[config.mk]
export PLATFORM = sky130hd
export DESIGN_NAME = digit_scan_ctrl_flat
export DESIGN_NICKNAME = d
export VERILOG_FILES = /design/src/rtl/digit_scan_ctrl_if.sv /design/src/rtl/digit_scan_ctrl.sv /design/src/flat_wrapper.sv
export SDC_FILE = /design/constraint.sdc
export NUM_CORES = 1
export LEC_CHECK = 0
export ABC_AREA = 1
export ABC_CLOCK_PERIOD_IN_PS = 1800
export BUFFER_PORTS_ARGS = -buffer_cell sky130_fd_sc_hd__buf_2
export CAP_MARGIN = 20
export CORE_UTILIZATION = 40
export CTS_BUF_LIST = sky130_fd_sc_hd__clkbuf_16
export DETAILED_ROUTE_END_ITERATION = 7
export HOLD_SLACK_MARGIN = 0.08
export PLACE_DENSITY = 0.7
export SLEW_MARGIN = 20
export SYNTH_ARGS = -nofsm -noshare
export SYNTH_HDL_FRONTEND = slang
export SYNTH_SLANG_ARGS = --single-unit
export TNS_END_PERCENT = 100
[constraint.sdc]
create_clock -name clk -period 1.8 [get_ports clk]
set_clock_uncertainty 0.15 [all_clocks]
set_input_delay 0.36 -clock clk [delete_from_list [all_inputs] [get_ports clk]]
set_output_delay 0.36 -clock clk [all_outputs]
set_load 0.05 [all_outputs]
[src/rtl/digit_scan_ctrl_if.sv]
// Purpose : bundles the scan controller's control inputs and display-side outputs.
// Latency : n/a (wiring only).
// Backpress: none; the display side consumes the outputs every cycle.
//
// Signals:
//   en           scan enable; low freezes the prescaler and digit counter
//   load         one-cycle strobe qualifying value_in
//   value_in     four hex nibbles, [3:0] is the rightmost digit
//   blank_lz     leading-zero blanking enable
//   anode_driver active digit index towards anode_mux
//   digit_out    nibble of the committed value for the active digit
//   digit_blank  active digit must be blanked
//   frame_tick   one-cycle pulse when the scan wraps from digit 3 to 0
//   load_ack     one-cycle pulse when a new value reaches the display
interface digit_scan_ctrl_if;
    logic        en;
    logic        load;
    logic [15:0] value_in;
    logic        blank_lz;
    logic [1:0]  anode_driver;
    logic [3:0]  digit_out;
    logic        digit_blank;
    logic        frame_tick;
    logic        load_ack;

    // Driver side: supplies control and value, observes the scan.
    modport master (
        output en, load, value_in, blank_lz,
        input  anode_driver, digit_out, digit_blank, frame_tick, load_ack
    );

    // Scan controller side.
    modport slave (
        input  en, load, value_in, blank_lz,
        output anode_driver, digit_out, digit_blank, frame_tick, load_ack
    );
endinterface

[src/rtl/digit_scan_ctrl.sv]
// Purpose : 4-digit seven-segment refresh scan with frame-aligned double-buffered value commit.
// Latency : frame_tick/load_ack visible right after the boundary edge; digit_out/digit_blank combinational.
// Backpress: none; en=0 freezes the scan but loads are still captured into the pending buffer.
//
// Ports:
//   clk    system clock, rising edge
//   rst_n  asynchronous active-low reset, released synchronously by clk
//   scan   digit_scan_ctrl_if.slave: en, load, value_in, blank_lz in;
//          anode_driver, digit_out, digit_blank, frame_tick, load_ack out
module digit_scan_ctrl #(
    parameter int PRESCALE   = 100000,
    parameter int PRESCALE_W = 17
) (
    input  logic               clk,
    input  logic               rst_n,
    digit_scan_ctrl_if.slave   scan
);

    localparam logic [PRESCALE_W-1:0] PRE_LAST   = PRESCALE_W'(PRESCALE - 1);
    localparam logic [PRESCALE_W-1:0] PRE_ONE    = PRESCALE_W'(1);
    localparam logic [1:0]            LAST_DIGIT = 2'd3;

    logic [PRESCALE_W-1:0] pre_cnt;
    logic [1:0]            digit_idx;
    logic [15:0]           disp_reg;
    logic [15:0]           pend_reg;
    logic                  pending;
    logic                  frame_tick_q;
    logic                  load_ack_q;

    logic                  tick;
    logic                  boundary;

    // The prescaler only advances while enabled, so a frozen scan resumes
    // from the same position inside the digit slot.
    assign tick     = scan.en && (pre_cnt == PRE_LAST);
    assign boundary = tick && (digit_idx == LAST_DIGIT);

    always_ff @(posedge clk or negedge rst_n) begin
        if (!rst_n) begin
            pre_cnt   <= '0;
            digit_idx <= 2'd0;
        end else if (scan.en) begin
            pre_cnt <= tick ? '0 : pre_cnt + PRE_ONE;
            if (tick) begin
                digit_idx <= digit_idx + 2'd1;   // 3 wraps to 0 naturally
            end
        end
    end

    // Double buffer: loads park in pend_reg and move to disp_reg only on a
    // frame boundary. A load landing exactly on the boundary bypasses the
    // pending buffer and supersedes whatever was parked there.
    always_ff @(posedge clk or negedge rst_n) begin
        if (!rst_n) begin
            disp_reg     <= 16'h0000;
            pend_reg     <= 16'h0000;
            pending      <= 1'b0;
            frame_tick_q <= 1'b0;
            load_ack_q   <= 1'b0;
        end else begin
            frame_tick_q <= boundary;
            load_ack_q   <= boundary && (pending || scan.load);
            if (boundary) begin
                if (scan.load) begin
                    disp_reg <= scan.value_in;
                end else if (pending) begin
                    disp_reg <= pend_reg;
                end
                pending <= 1'b0;
            end else if (scan.load) begin
                pend_reg <= scan.value_in;
                pending  <= 1'b1;
            end
        end
    end

    always_comb begin
        scan.digit_out = disp_reg[3:0];
        case (digit_idx)
            2'd0: scan.digit_out = disp_reg[3:0];
            2'd1: scan.digit_out = disp_reg[7:4];
            2'd2: scan.digit_out = disp_reg[11:8];
            2'd3: scan.digit_out = disp_reg[15:12];
            default: scan.digit_out = disp_reg[3:0];
        endcase
    end

    // A digit is a leading zero when it and every more significant nibble
    // are zero; the rightmost digit always shows so that 0 reads as "0".
    always_comb begin
        scan.digit_blank = 1'b0;
        if (scan.blank_lz) begin
            case (digit_idx)
                2'd1: scan.digit_blank = (disp_reg[15:4]  == 12'h000);
                2'd2: scan.digit_blank = (disp_reg[15:8]  == 8'h00);
                2'd3: scan.digit_blank = (disp_reg[15:12] == 4'h0);
                default: scan.digit_blank = 1'b0;
            endcase
        end
    end

    assign scan.anode_driver = digit_idx;
    assign scan.frame_tick   = frame_tick_q;
    assign scan.load_ack     = load_ack_q;

endmodule

[src/flat_wrapper.sv]
// flat-port wrapper written by rule: the top's interface ports become plain ports
module digit_scan_ctrl_flat 
#(
    parameter int PRESCALE   = 100000,
    parameter int PRESCALE_W = 17
)
  (clk, rst_n, scan_en, scan_load, scan_value_in, scan_blank_lz, scan_anode_driver, scan_digit_out, scan_digit_blank, scan_frame_tick, scan_load_ack);
  digit_scan_ctrl_if scan_i ();
  input  logic clk;
  input  logic rst_n;
  input wire logic [$bits(scan_i.en)-1:0] scan_en;
  input wire logic [$bits(scan_i.load)-1:0] scan_load;
  input wire logic [$bits(scan_i.value_in)-1:0] scan_value_in;
  input wire logic [$bits(scan_i.blank_lz)-1:0] scan_blank_lz;
  output wire logic [$bits(scan_i.anode_driver)-1:0] scan_anode_driver;
  output wire logic [$bits(scan_i.digit_out)-1:0] scan_digit_out;
  output wire logic [$bits(scan_i.digit_blank)-1:0] scan_digit_blank;
  output wire logic [$bits(scan_i.frame_tick)-1:0] scan_frame_tick;
  output wire logic [$bits(scan_i.load_ack)-1:0] scan_load_ack;
  assign scan_i.en = scan_en;
  assign scan_i.load = scan_load;
  assign scan_i.value_in = scan_value_in;
  assign scan_i.blank_lz = scan_blank_lz;
  assign scan_anode_driver = scan_i.anode_driver;
  assign scan_digit_out = scan_i.digit_out;
  assign scan_digit_blank = scan_i.digit_blank;
  assign scan_frame_tick = scan_i.frame_tick;
  assign scan_load_ack = scan_i.load_ack;
  digit_scan_ctrl #(.PRESCALE(PRESCALE), .PRESCALE_W(PRESCALE_W)) u_core (.clk(clk), .rst_n(rst_n), .scan(scan_i));
endmodule
# Word-level counts from Yosys, hierarchy flattened
# Cells that the tools add are included.
# classes
eq_ne	4
n_addsub	2
n_reduce_logical	13
bitwise_logic	1
muxes	8
# op_table
op	n
$mux 16	2
$add 17x1->17 const B	1
$eq 17x17->1 const B	1
$mux 17	1
$pmux 4 s4	1
$logic_not 12->1	1
$logic_not 8->1	1
$reduce_and 2->1	3
$eq 2x2->1 const B	2
$logic_not 4->1	1
$reduce_bool 2->1	2
$logic_and 1x1->1	3
$mux 1	3
$pmux 1 s3	1
$add 2x1->2 const B	1
$eq 2x1->1 const B	1
$logic_not 2->1	1
$logic_or 1x1->1	1
$not 1->1	1
# word_totals
inputBits	21
ff_bits	54
out_inout_bits	9
wordCells	35

# Logic depth before layout (Yosys ltp)
# logic_depth
depth_word	5
mapped_depth	9
ltp_nobuf	9

# Worst setup path after synthesis
# No wires, ideal clock.
# synth_timing
path_kind	reg2out
from	register u_core.digit_idx[0], in the netlist u_core.scan.anode_driver[0]
to	output scan_digit_blank
setup_slack_ns	-1.118
arrival_ns	2.408
stages_incl_launch_ff	8
cell_sequence	dfrtp_1 inv_1 ha_1 clkbuf_1 nor2_1 nand3_1 or3_1 a21oi_1
# synth_via
elab_chain_len	3
word_cells_on_any_way	5
cone_classes	eq/ne (3); mux (2)
# synth_lines
item	line_no	rtl
start, declared	digit_scan_ctrl.sv:24	logic [1:0] digit_idx;
start signal, assigned	digit_scan_ctrl.sv:46	digit_idx <= digit_idx + 2'd1;
$eq 2x2->1 or $eq 2x1->1 (tied branches)	digit_scan_ctrl.sv:94	case (digit_idx)
$pmux 1 s3 (*)	digit_scan_ctrl.sv:94	
$mux 1 (*)	digit_scan_ctrl.sv:93	if (scan.blank_lz) begin
end, declared	flat_wrapper.sv:17	output wire logic [$bits(scan_i.digit_blank)-1:0] scan_digit_blank;
# Every way passes the cells marked *; elsewhere a longest branch is shown, timed or not.

# Final worst setup path
# layout_timing
from	register u_core.digit_idx[1], in the netlist u_core.scan.anode_driver[1]
to	output scan_digit_blank
# Same word-level chain as after synthesis.

==> key figures <==
Logic synthesis
  – Distinct cells, synth: 28
  – Synthesis-stage register bit count: 54
  – Sequential share of the synthesized area: 46.25%
  – Synth Instances: 357
  – Synth Cell Area: 2922 um^2
  – Synthesized area per cell: 8.184 um^2
  – Synth warn: 0
  – Syn nets: 383

Timing
  – Final-report hold violation count: 0
  – Final worst slack: -465.0 ps
  – Achievable Freq: 441.5 MHz
  – Relative slew slack: 69.99%
  – Max-slew violation count: 0
  – Worst-Margin Slew: 447.8 ps
  – Setup repair after global routing missed its margin: yes
  – Min Tclk post-route: 2265 ps
  – Post-route clock period utilization: 125.8%
  – Setup violators final: 22

Hold path
  – Hold Path Class: primary input to register
  – HP Start: scan_value_in[2]
  – Hold Path End: u_core.pend_reg[2]
  – Worst hold stages: 3

Global routing
  – Vias in the first global route: 2415
  – Global Route Usage Sum: 19.47%
  – Global-route wire length before repair: 11500 um
  – Largest net degree at the start of global routing: 55
  – Total global routing overflow: 0
  – Initial antenna violation count: 0

Clock network
  – Sink Count: 54
  – CTS buffer count: 5
  – H-tree level count: 2
  – Clock slew at reported path FFs: 70 ps
  – CTS root buffer: clkbuf_16
  – Clock Path Buffers: 2
  – Worst skew pair latency: 290 ps
  – CTS tree: built

Placed design
  – Post-DP HPWL: 4762 um
  – Port buffer count: 29
  – Place WS: -169.2 ps
  – Gpl congestion: 0.8917
  – Placed Cells incl. Taps: 492
  – Area post-placement: 3397 um^2

Worst setup path
  – R2r startpoint: u_core.scan.anode_driver[0]
  – CP endpoint kind: output pin
  – Worst-path fanout max: 5
  – WS Path Type: register to output pin
  – Reg-to-Reg End: u_core.pend_reg[14]
  – R2R depth: 9
  – Critical Path Source Type: register
  – R2R setup slack: -40 ps
  – Worst EP required: 1290 ps
  – CP startpoint: u_core.scan.anode_driver[1]
  – Crit path arrival time: 1760 ps

Cells and area
  – Most common cell after layout, fill and taps aside: nand2_1
  – Nets@finish: 448
  – Cell area after layout: 3941 um^2
  – Layout area overhead: 34.90%
  – Layout Cells excl Fill: 519
  – Ratio of cells with drive above 1 in the final layout: 35.46%
  – Ant diodes: 0
  – Commonest non-fill, non-tap cells in the layout: nand2_1 (95), dfrtp_1 (52), nor2_1 (29), buf_4 (29)
  – Flip-flop count of the largest register after layout: 17

Routing
  – Detailed Route Iter0 Violations: 198
  – Drt first pass iters: 4
  – Number of remaining DRC errors: 0
  – Final wirelength: 7178 um
  – WL/cell: 13.83 um
  – Via count: 2610
  – Remaining antenna violation count: 0
  – Vias per cell: 5.029

Power
  – Power per cell area: 707.9 nW/um^2
  – Power Total: 2.790 mW
  – Max IR drop VDD: 0.4424 mV
  – Static Leak: 1.957 nW

Die
  – Io pins: 30
  – Initial core utilization: 42.30%
  – DIE AREA: 7649 um^2
  – Die W: 87.46 um
  – Die H: 87.46 um
  – Core area: 6907 um^2
  – Cell Rows: 30

Run status
  – Failing checks: negative setup slack
  – Outcome: finished, violations left

Run
  – Max_cap viols: 0
## layer usage
layer	wire length, um	vias to the layer above	global-route usage (%)
met1	3477	1239	28.90
met4	132	0	6.259
met3	291	12	3.318
li1	-	1299	-
met5	0	-	0
met2	3276	60	28.76
## kinds of logic (layout without fill, tap and decap cells)
logic type	count (synthesis)	in the layout	share of synthesized area (%)
xor gates and xnor gates	6	6	1.799
and+or+nand+nor	208	210	32.72
muxes	16	16	6.167
buffers and inverters	50	114	7.580
AOI/OAI and AO/OA	18	18	3.340
DFF	54	54	46.25
adders and majority gates	5	5	2.141
## Yosys cell counts (all sizes together)
master / instances / area share (%)
nand2: 110 / 14
nor3: 4 / 0.69
clkbuf: 3 / 0.39
nor4: 1 / 0.21
dfrtp: 54 / 46
nor2: 35 / 5.1
o21ai: 9 / 1.5
nand4: 21 / 5.0
a32oi: 2 / 0.60
inv: 35 / 4.5
ha: 5 / 2.1
xor2: 6 / 1.8
nand3b: 2 / 0.51
or3: 1 / 0.21
mux2: 16 / 6.2
buf: 11 / 2.6
clkinv: 1 / 0.13
a21oi: 7 / 1.2
nand3: 34 / 6.6
## how the worst max path moves through the flow
stage / endpoint / slack (ps)
floorplan: scan_digit_blank / -450
global placement: scan_digit_blank / -150
detailed placement: scan_digit_blank / -170
CTS: scan_digit_blank / -400
global route: scan_digit_blank / -560
finish: scan_digit_blank / -470
## final cells by class
cell class / count / area, um^2
Tap cell: 96 / 120.1
Multi-Input combinational cell: 255 / 1605
Clock buffer: 5 / 125.1
Inverter: 36 / 140.1
Sequential cell: 54 / 1354
Clock inverter: 3 / 25.02
Fill cell: 621 / 2965
Timing Repair Buffer: 70 / 571.8
## power breakdown
group          leakage [nW]  internal, mW  switching, mW  total (mW)
Clock                0.0704         0.523          0.449       0.973
Combinational          1.23         0.180          0.245       0.425
Sequential            0.651          1.31         0.0867        1.39
## critical path, stage by stage (launching register included)
cell	delay, ps
dfrtp_2	410
inv_2	90
ha_2	240
nand3b_1	110
nor2_1	130
o21ai_0	150
a21oi_4	170
buf_6	170
## timing repair
action,4_1_cts,5_1_grt
resized for setup,22,40
hold buffers,1,0
cloned,0,2
pin swaps,6,11
endpoints found under the setup margin,21,38
hold endpoints to repair,54,0
buffers inserted,9,7
## per-stage QoR
step | utilization [%] | setup TNS, ps | hold WS (ps)
finish | 57.07 | -2399 | 162.3
CTS | 53.84 | -1523 | 161.1
global placement | 49.18 | -983.7 | 228.1
detailed placement | 49.18 | -1775 | 227.0
floorplan | - | -1685 | -85.59
global route | 57.07 | -3823 | 174.4
(Power assumes the default switching activity.)
